<file path="src/rtl/serdes_tx_arbiter_if.sv">
// rtl/serdes_tx_arbiter_if.sv - source/FIFO-write bundle for the TX arbiter
//
// Purpose: groups the per-source streaming inputs, the FIFO write port and the
// arbiter status outputs into one interface.
//   i_s_valid/i_s_data/i_s_last : per-source beat stream (driven by sources)
//   o_s_ready                   : per-source ready (driven by arbiter)
//   o_fifo_wr/o_fifo_wdata      : FIFO write port (driven by arbiter)
//   i_fifo_full                 : FIFO full flag (driven by FIFO)
//   o_busy/o_grant_id/o_trunc   : arbiter status
// Modports: slave = the arbiter, master = the surrounding environment.
interface serdes_tx_arbiter_if #(
  parameter int NUM_SRC = 4,
  parameter int DATA_W  = 8
);
  localparam int ID_W = $clog2(NUM_SRC);

  logic [NUM_SRC-1:0]             i_s_valid;
  logic [NUM_SRC-1:0][DATA_W-1:0] i_s_data;
  logic [NUM_SRC-1:0]             i_s_last;
  logic [NUM_SRC-1:0]             o_s_ready;
  logic                           o_fifo_wr;
  logic [DATA_W-1:0]              o_fifo_wdata;
  logic                           i_fifo_full;
  logic                           o_busy;
  logic [ID_W-1:0]                o_grant_id;
  logic                           o_trunc;

  modport slave (
    input  i_s_valid, i_s_data, i_s_last, i_fifo_full,
    output o_s_ready, o_fifo_wr, o_fifo_wdata, o_busy, o_grant_id, o_trunc
  );

  modport master (
    output i_s_valid, i_s_data, i_s_last, i_fifo_full,
    input  o_s_ready, o_fifo_wr, o_fifo_wdata, o_busy, o_grant_id, o_trunc
  );
endinterface

</file>
<file path="src/rtl/serdes_tx_arbiter.sv">
// rtl/serdes_tx_arbiter.sv - round-robin packet-locked arbiter for the TX FIFO write port
//
// Purpose: shares the TX async FIFO write port among NUM_SRC streaming sources.
// Each granted packet is preceded by one header beat {1'b1, source id}; data
// beats then pass straight through under FIFO backpressure. Packets longer
// than MAX_BEATS are cut; the remainder re-arbitrates as a new packet.
// Ports:
//   i_clk : FIFO write clock
//   i_rst : asynchronous active-high reset
//   bus   : serdes_tx_arbiter_if.slave (source streams, FIFO write port, status)
module serdes_tx_arbiter #(
  parameter int NUM_SRC   = 4,
  parameter int DATA_W    = 8,
  parameter int MAX_BEATS = 16
) (
  input  logic                 i_clk,
  input  logic                 i_rst,
  serdes_tx_arbiter_if.slave   bus
);
  localparam int ID_W  = $clog2(NUM_SRC);
  localparam int CNT_W = $clog2(MAX_BEATS + 1);
  localparam logic [CNT_W-1:0] LAST_CNT = CNT_W'(MAX_BEATS - 1);
  localparam logic [ID_W-1:0]  LAST_ID  = ID_W'(NUM_SRC - 1);

  if (NUM_SRC < 2) begin : g_chk_src
    $error("serdes_tx_arbiter: NUM_SRC must be >= 2");
  end
  if (DATA_W - 1 < ID_W) begin : g_chk_w
    $error("serdes_tx_arbiter: DATA_W too narrow for the source id");
  end
  if (MAX_BEATS < 1) begin : g_chk_max
    $error("serdes_tx_arbiter: MAX_BEATS must be >= 1");
  end

  typedef enum logic [1:0] {
    ST_IDLE = 2'd0,
    ST_HDR  = 2'd1,
    ST_DATA = 2'd2
  } state_t;

  state_t           state_q, state_d;
  logic [ID_W-1:0]  rr_ptr_q, rr_ptr_d;
  logic [ID_W-1:0]  grant_q, grant_d;
  logic [CNT_W-1:0] beat_cnt_q, beat_cnt_d;

  // Round-robin search: first valid source starting at rr_ptr, wrapping.
  logic            req_found;
  logic [ID_W-1:0] req_pick;
  logic [ID_W-1:0] req_cand;
  int              req_idx;

  always_comb begin
    req_found = 1'b0;
    req_pick  = rr_ptr_q;
    req_cand  = '0;
    req_idx   = 0;
    for (int i = 0; i < NUM_SRC; i++) begin
      req_idx = int'(rr_ptr_q) + i;
      if (req_idx >= NUM_SRC) begin
        req_idx = req_idx - NUM_SRC;
      end
      req_cand = ID_W'(req_idx);
      if (!req_found && bus.i_s_valid[req_cand]) begin
        req_found = 1'b1;
        req_pick  = req_cand;
      end
    end
  end

  // Header payload: marker bit plus the zero-extended granted id.
  logic [DATA_W-2:0] hdr_id;
  always_comb begin
    hdr_id             = '0;
    hdr_id[ID_W-1:0]   = grant_q;
  end

  logic               s_ready;
  logic [NUM_SRC-1:0] s_ready_vec;
  logic               fifo_wr;
  logic [DATA_W-1:0]  fifo_wdata;
  logic               trunc;
  logic               xfer;
  logic               cap_hit;

  always_comb begin
    state_d     = state_q;
    rr_ptr_d    = rr_ptr_q;
    grant_d     = grant_q;
    beat_cnt_d  = beat_cnt_q;
    s_ready     = 1'b0;
    s_ready_vec = '0;
    fifo_wr     = 1'b0;
    fifo_wdata  = '0;
    trunc       = 1'b0;
    // Only meaningful in DATA; the granted source's beat moves this cycle.
    xfer        = bus.i_s_valid[grant_q] & ~bus.i_fifo_full;
    cap_hit     = (beat_cnt_q == LAST_CNT);

    case (state_q)
      ST_IDLE: begin
        if (req_found) begin
          grant_d    = req_pick;
          beat_cnt_d = '0;
          state_d    = ST_HDR;
        end
      end

      ST_HDR: begin
        fifo_wr    = ~bus.i_fifo_full;
        fifo_wdata = {1'b1, hdr_id};
        if (!bus.i_fifo_full) begin
          state_d = ST_DATA;
        end
      end

      ST_DATA: begin
        s_ready              = ~bus.i_fifo_full;
        s_ready_vec[grant_q] = s_ready;
        fifo_wr              = xfer;
        fifo_wdata           = bus.i_s_data[grant_q];
        if (xfer) begin
          beat_cnt_d = beat_cnt_q + CNT_W'(1);
          if (bus.i_s_last[grant_q] || cap_hit) begin
            // Cut at the length cap: remaining beats come back as a new packet.
            trunc    = ~bus.i_s_last[grant_q];
            rr_ptr_d = (grant_q == LAST_ID) ? '0 : grant_q + ID_W'(1);
            state_d  = ST_IDLE;
          end
        end
      end

      default: begin
        state_d = ST_IDLE;
      end
    endcase
  end

  always_ff @(posedge i_clk or posedge i_rst) begin
    if (i_rst) begin
      state_q    <= ST_IDLE;
      rr_ptr_q   <= '0;
      grant_q    <= '0;
      beat_cnt_q <= '0;
    end else begin
      state_q    <= state_d;
      rr_ptr_q   <= rr_ptr_d;
      grant_q    <= grant_d;
      beat_cnt_q <= beat_cnt_d;
    end
  end

  // All outputs decode from state, so an async reset zeroes them immediately.
  assign bus.o_s_ready    = s_ready_vec;
  assign bus.o_fifo_wr    = fifo_wr;
  assign bus.o_fifo_wdata = fifo_wdata;
  assign bus.o_busy       = (state_q == ST_HDR) || (state_q == ST_DATA);
  assign bus.o_grant_id   = grant_q;
  assign bus.o_trunc      = trunc;
endmodule

</file>
<file path="src/flat_wrapper.sv">
// flat-port wrapper written by rule: the top's interface ports become plain ports
module serdes_tx_arbiter_flat 
#(
  parameter int NUM_SRC   = 4,
  parameter int DATA_W    = 8,
  parameter int MAX_BEATS = 16
)
  (i_clk, i_rst, bus_i_s_valid, bus_i_s_data, bus_i_s_last, bus_i_fifo_full, bus_o_s_ready, bus_o_fifo_wr, bus_o_fifo_wdata, bus_o_busy, bus_o_grant_id, bus_o_trunc);
  serdes_tx_arbiter_if #(.NUM_SRC(NUM_SRC), .DATA_W(DATA_W)) bus_i ();
  input  logic i_clk;
  input  logic i_rst;
  input wire logic [$bits(bus_i.i_s_valid)-1:0] bus_i_s_valid;
  input wire logic [$bits(bus_i.i_s_data)-1:0] bus_i_s_data;
  input wire logic [$bits(bus_i.i_s_last)-1:0] bus_i_s_last;
  input wire logic [$bits(bus_i.i_fifo_full)-1:0] bus_i_fifo_full;
  output wire logic [$bits(bus_i.o_s_ready)-1:0] bus_o_s_ready;
  output wire logic [$bits(bus_i.o_fifo_wr)-1:0] bus_o_fifo_wr;
  output wire logic [$bits(bus_i.o_fifo_wdata)-1:0] bus_o_fifo_wdata;
  output wire logic [$bits(bus_i.o_busy)-1:0] bus_o_busy;
  output wire logic [$bits(bus_i.o_grant_id)-1:0] bus_o_grant_id;
  output wire logic [$bits(bus_i.o_trunc)-1:0] bus_o_trunc;
  assign bus_i.i_s_valid = bus_i_s_valid;
  assign bus_i.i_s_data = bus_i_s_data;
  assign bus_i.i_s_last = bus_i_s_last;
  assign bus_i.i_fifo_full = bus_i_fifo_full;
  assign bus_o_s_ready = bus_i.o_s_ready;
  assign bus_o_fifo_wr = bus_i.o_fifo_wr;
  assign bus_o_fifo_wdata = bus_i.o_fifo_wdata;
  assign bus_o_busy = bus_i.o_busy;
  assign bus_o_grant_id = bus_i.o_grant_id;
  assign bus_o_trunc = bus_i.o_trunc;
  serdes_tx_arbiter #(.NUM_SRC(NUM_SRC), .DATA_W(DATA_W), .MAX_BEATS(MAX_BEATS)) u_core (.i_clk(i_clk), .i_rst(i_rst), .bus(bus_i));
endmodule
</file>
<file path="config.mk">
export PLATFORM = sky130hd
export DESIGN_NAME = serdes_tx_arbiter_flat
export DESIGN_NICKNAME = d
export VERILOG_FILES = /design/src/rtl/serdes_tx_arbiter_if.sv /design/src/rtl/serdes_tx_arbiter.sv /design/src/flat_wrapper.sv
export SDC_FILE = /design/constraint.sdc
export NUM_CORES = 1
export LEC_CHECK = 0
export ABC_AREA = 1
export BUFFER_PORTS_ARGS = -buffer_cell sky130_fd_sc_hd__buf_2
export CAP_MARGIN = 20
export CORE_MARGIN = 3
export CORE_UTILIZATION = 38
export DETAILED_ROUTE_END_ITERATION = 16
export PLACE_DENSITY = 0.66
export REMOVE_ABC_BUFFERS = 1
export SYNTH_ARGS = -nofsm -noshare
export SYNTH_HDL_FRONTEND = slang
export SYNTH_SLANG_ARGS = --single-unit
</file>
<file path="constraint.sdc">
create_clock -name i_clk -period 2.5 [get_ports i_clk]
set_input_delay 0.5 -clock i_clk [delete_from_list [all_inputs] [get_ports i_clk]]
set_output_delay 0.5 -clock i_clk [all_outputs]
set_load 0.01 [all_outputs]
</file>
==> out/metrics.yaml <==
grt-ovfl-total: 0
cp_max_fo: 8
cts_sinks: 11
finalHoldViolations: 0
arrival_ns: 1.72
synthCells: 252
setup_viol: 0
gp_congestion: 0.7985
drv_cap: 0
synth.avg_cell_area_um2: 5.759
cp_top_family: "buffers and inverters"
vias: 1702
holdWs_ns: 0.2426
ir_drop_v: 0.0005190
insertion_delay_ns: 0.24
worstHoldPathType: "in -> async"
crit_buf_inv: 4
antenna_found_initial: 0
via_per_inst: 4.794
port_buffers: 59
cts-buffers-inserted: 3
wl_per_cell_um: 10.86
antenna_cells: 0
worst-slew-pin-transition_ns: 0.4502
routed_wl_um: 3854
grt_pass1_wl_um: 6699
fmax_ghz: 0.4503
fin_area_mm2: 0.001823
coreArea_mm2: 0.003495
cts_setup_buffers: 0
power_density_mw_per_mm2: 1110
grt.total_usage_pct: 18.80
syn2layout_area_growth_pct: 25.60
yosysWarnings: 0
grt_max_degree: 25
p_sw_share_pct: 56.32
place_area_mm2: 0.001778
clock_skew_ns: 0.001304
cp.required_ns: 2.00
fin_crit_sh_pct: 88.83
htree_levels: 1
power.switching_uw: 1140
combinationalPowerShare_pct: 74.6
slowest_delay_ns: 0.40
die_x_um: 67.80
worst_setup_path_start_kind: "flop"
internal_power_uw: 884.1
cts-root-buf: "clkbuf_8"
drive_above_1_share_pct: 27.18
status: "complete, no violations"
slew_viol_final: 0
synth_area_mm2: 0.001451
slowest_stage: "dfrtp_1"
ctsHoldBuffers: 0
nets: 364
final_common_cell: "nand2_1"
pin_count: 60
cts_buffer_depth: 2
slew-limit-headroom_pct: 69.98
rows: 21
first_iter_violations: 84
grt_pass1_vias: 1565
fin_crit_ns: 2.221
tns_ns: 0
rsz0062_at_grt: "no"
dp_hpwl_um: 3141
start_util_pct: 41.53
path_clk_slew_ns: 0.05
endpoint_kind: "output port"
synth.distinct_cells: 28
drtPass1Iterations: 4
power_leakage_uw: 0.001053
drc: 0
path_cells: "inv_1 > ha_1 > clkinv_1 > nor2_2 > inv_2 > nor2_1 > buf_2"
final_cell_mix: "88 x nand2_1, 59 x buf_2, 36 x nor2_1, 23 x nand3_1, 20 x inv_1"
p_clk_share_pct: 8.8
die_y_um: 67.80
synth-seq-cells: 11
cts_tree: "yes"
die_area_mm2: 0.004597
antenna_left: 0
cts_resized: 0
p_seq_share_pct: 16.5
seq_area_frac_synth_pct: 18.97
path_class: "reg -> out"
metrics by stage:
| stage | instances | util [%] | total power, uW | setup WS (ns) |
|---|---|---|---|---|
| 6_report | 355 | 52.17 | 2024 | 0.2792 |
| 5_1_grt | 355 | 52.17 | 2286 | 0.09447 |
| 4_1_cts | 355 | 52.17 | 2041 | 0.2461 |
| 3_5_place_dp | 351 | 50.88 | 1854 | 0.5166 |
| 3_3_place_gp | 351 | 50.88 | 1844 | 0.5585 |
| 2_1_floorplan | 243 | - | 1452 | 0.4385 |
area by class of cell:
class                   instances  area, um^2
well taps                      46       57.56
repair buffers                 62       317.8
flip-flops and latches         11       275.3
fillers                       387        1672
multi-input cells             205        1026
inverters                      27       101.3
clock buffers                   4       45.04
worst paths after layout:
path                                       endpoint  cells past startpoint  slack (ns)                  from
min in group i_clk             u_core.beat_cnt_q[4]                      2        0.47  u_core.beat_cnt_q[4]
max                                     bus_o_trunc                      7        0.28     u_core.state_q[0]
max in group asynchronous      u_core.beat_cnt_q[4]                      2        1.96                 i_rst
min                            u_core.beat_cnt_q[0]                      2        0.24                 i_rst
max reg2reg                u_core.bus.o_grant_id[1]                      9        0.70    u_core.rr_ptr_q[0]
min reg2reg                    u_core.beat_cnt_q[4]                      2        0.47  u_core.beat_cnt_q[4]
state kept, by name, indices dropped and copies added, names as in the netlist:
register	count
u_core.rr_ptr_q	2
u_core.state_q	2
u_core.beat_cnt_q	5
u_core.bus.o_grant_id	2
per-layer routing:
| layer | up-vias | GRT usage [%] | part of all wire (%) |
|---|---|---|---|
| met4 | 0 | 5.955 | 1.6 |
| li1 | 916 | - | - |
| met5 | - | 0 | 0 |
| met1 | 748 | 23.57 | 47 |
| met2 | 33 | 33.05 | 48 |
| met3 | 5 | 2.496 | 3.5 |
power by group through the flow:
stage | logic, uW | clock network, uW | registers (uW)
global route | 1740 | 198 | 351
detailed placement | 1520 | 0 | 336
floorplan | 1090 | 0 | 367
finish | 1510 | 179 | 335
global placement | 1510 | 0 | 335
CTS | 1520 | 184 | 335
cells in the mapped netlist:
master,number,area [um^2]
a21oi_1,8,40.04
buf_1,1,3.750
buf_2,3,15.01
buf_4,1,7.510
buf_6,1,11.26
clkbuf_1,3,11.26
clkinv_1,1,3.750
dfrtp_1,11,275.3
ha_1,11,137.6
inv_1,20,75.07
inv_2,6,22.52
nand2_1,88,330.3
nand2_2,4,25.02
nand2_4,1,11.26
nand3_1,23,115.1
nand3_2,1,10.01
nand4_1,4,25.02
nand4_4,1,21.27
nor2_1,36,135.1
nor2_2,1,6.260
nor2_8,1,20.02
o21ai_0,6,30.03
o21ai_1,10,50.05
o21ai_2,1,8.760
o22ai_1,4,25.02
o31ai_1,1,7.510
or2_2,3,18.77
xor2_1,1,8.760
cell families (layout without fill, tap and decap cells):
family / Yosys count / after routing / share of synthesized area, %
AOI/OAI and AO/OA: 30 / 30 / 11.12
DFF: 11 / 11 / 18.97
and+or+nand+nor: 163 / 163 / 49.48
xor gates and xnor gates: 1 / 1 / 0.6036
buffers and inverters: 36 / 93 / 10.34
adders and majority gates: 11 / 11 / 9.483
worst reg2reg max path, cell delays in order (launching register included):
cell     delay (ns)
dfrtp_1        0.61
inv_2          0.21
nand2_1        0.11
nand2_2        0.09
o21ai_2        0.25
nand3_1        0.11
nand2_1        0.12
nor2_1         0.06
nand2_1        0.07
nand2_1        0.05
Note: power is estimated with default switching activity, not from simulation.
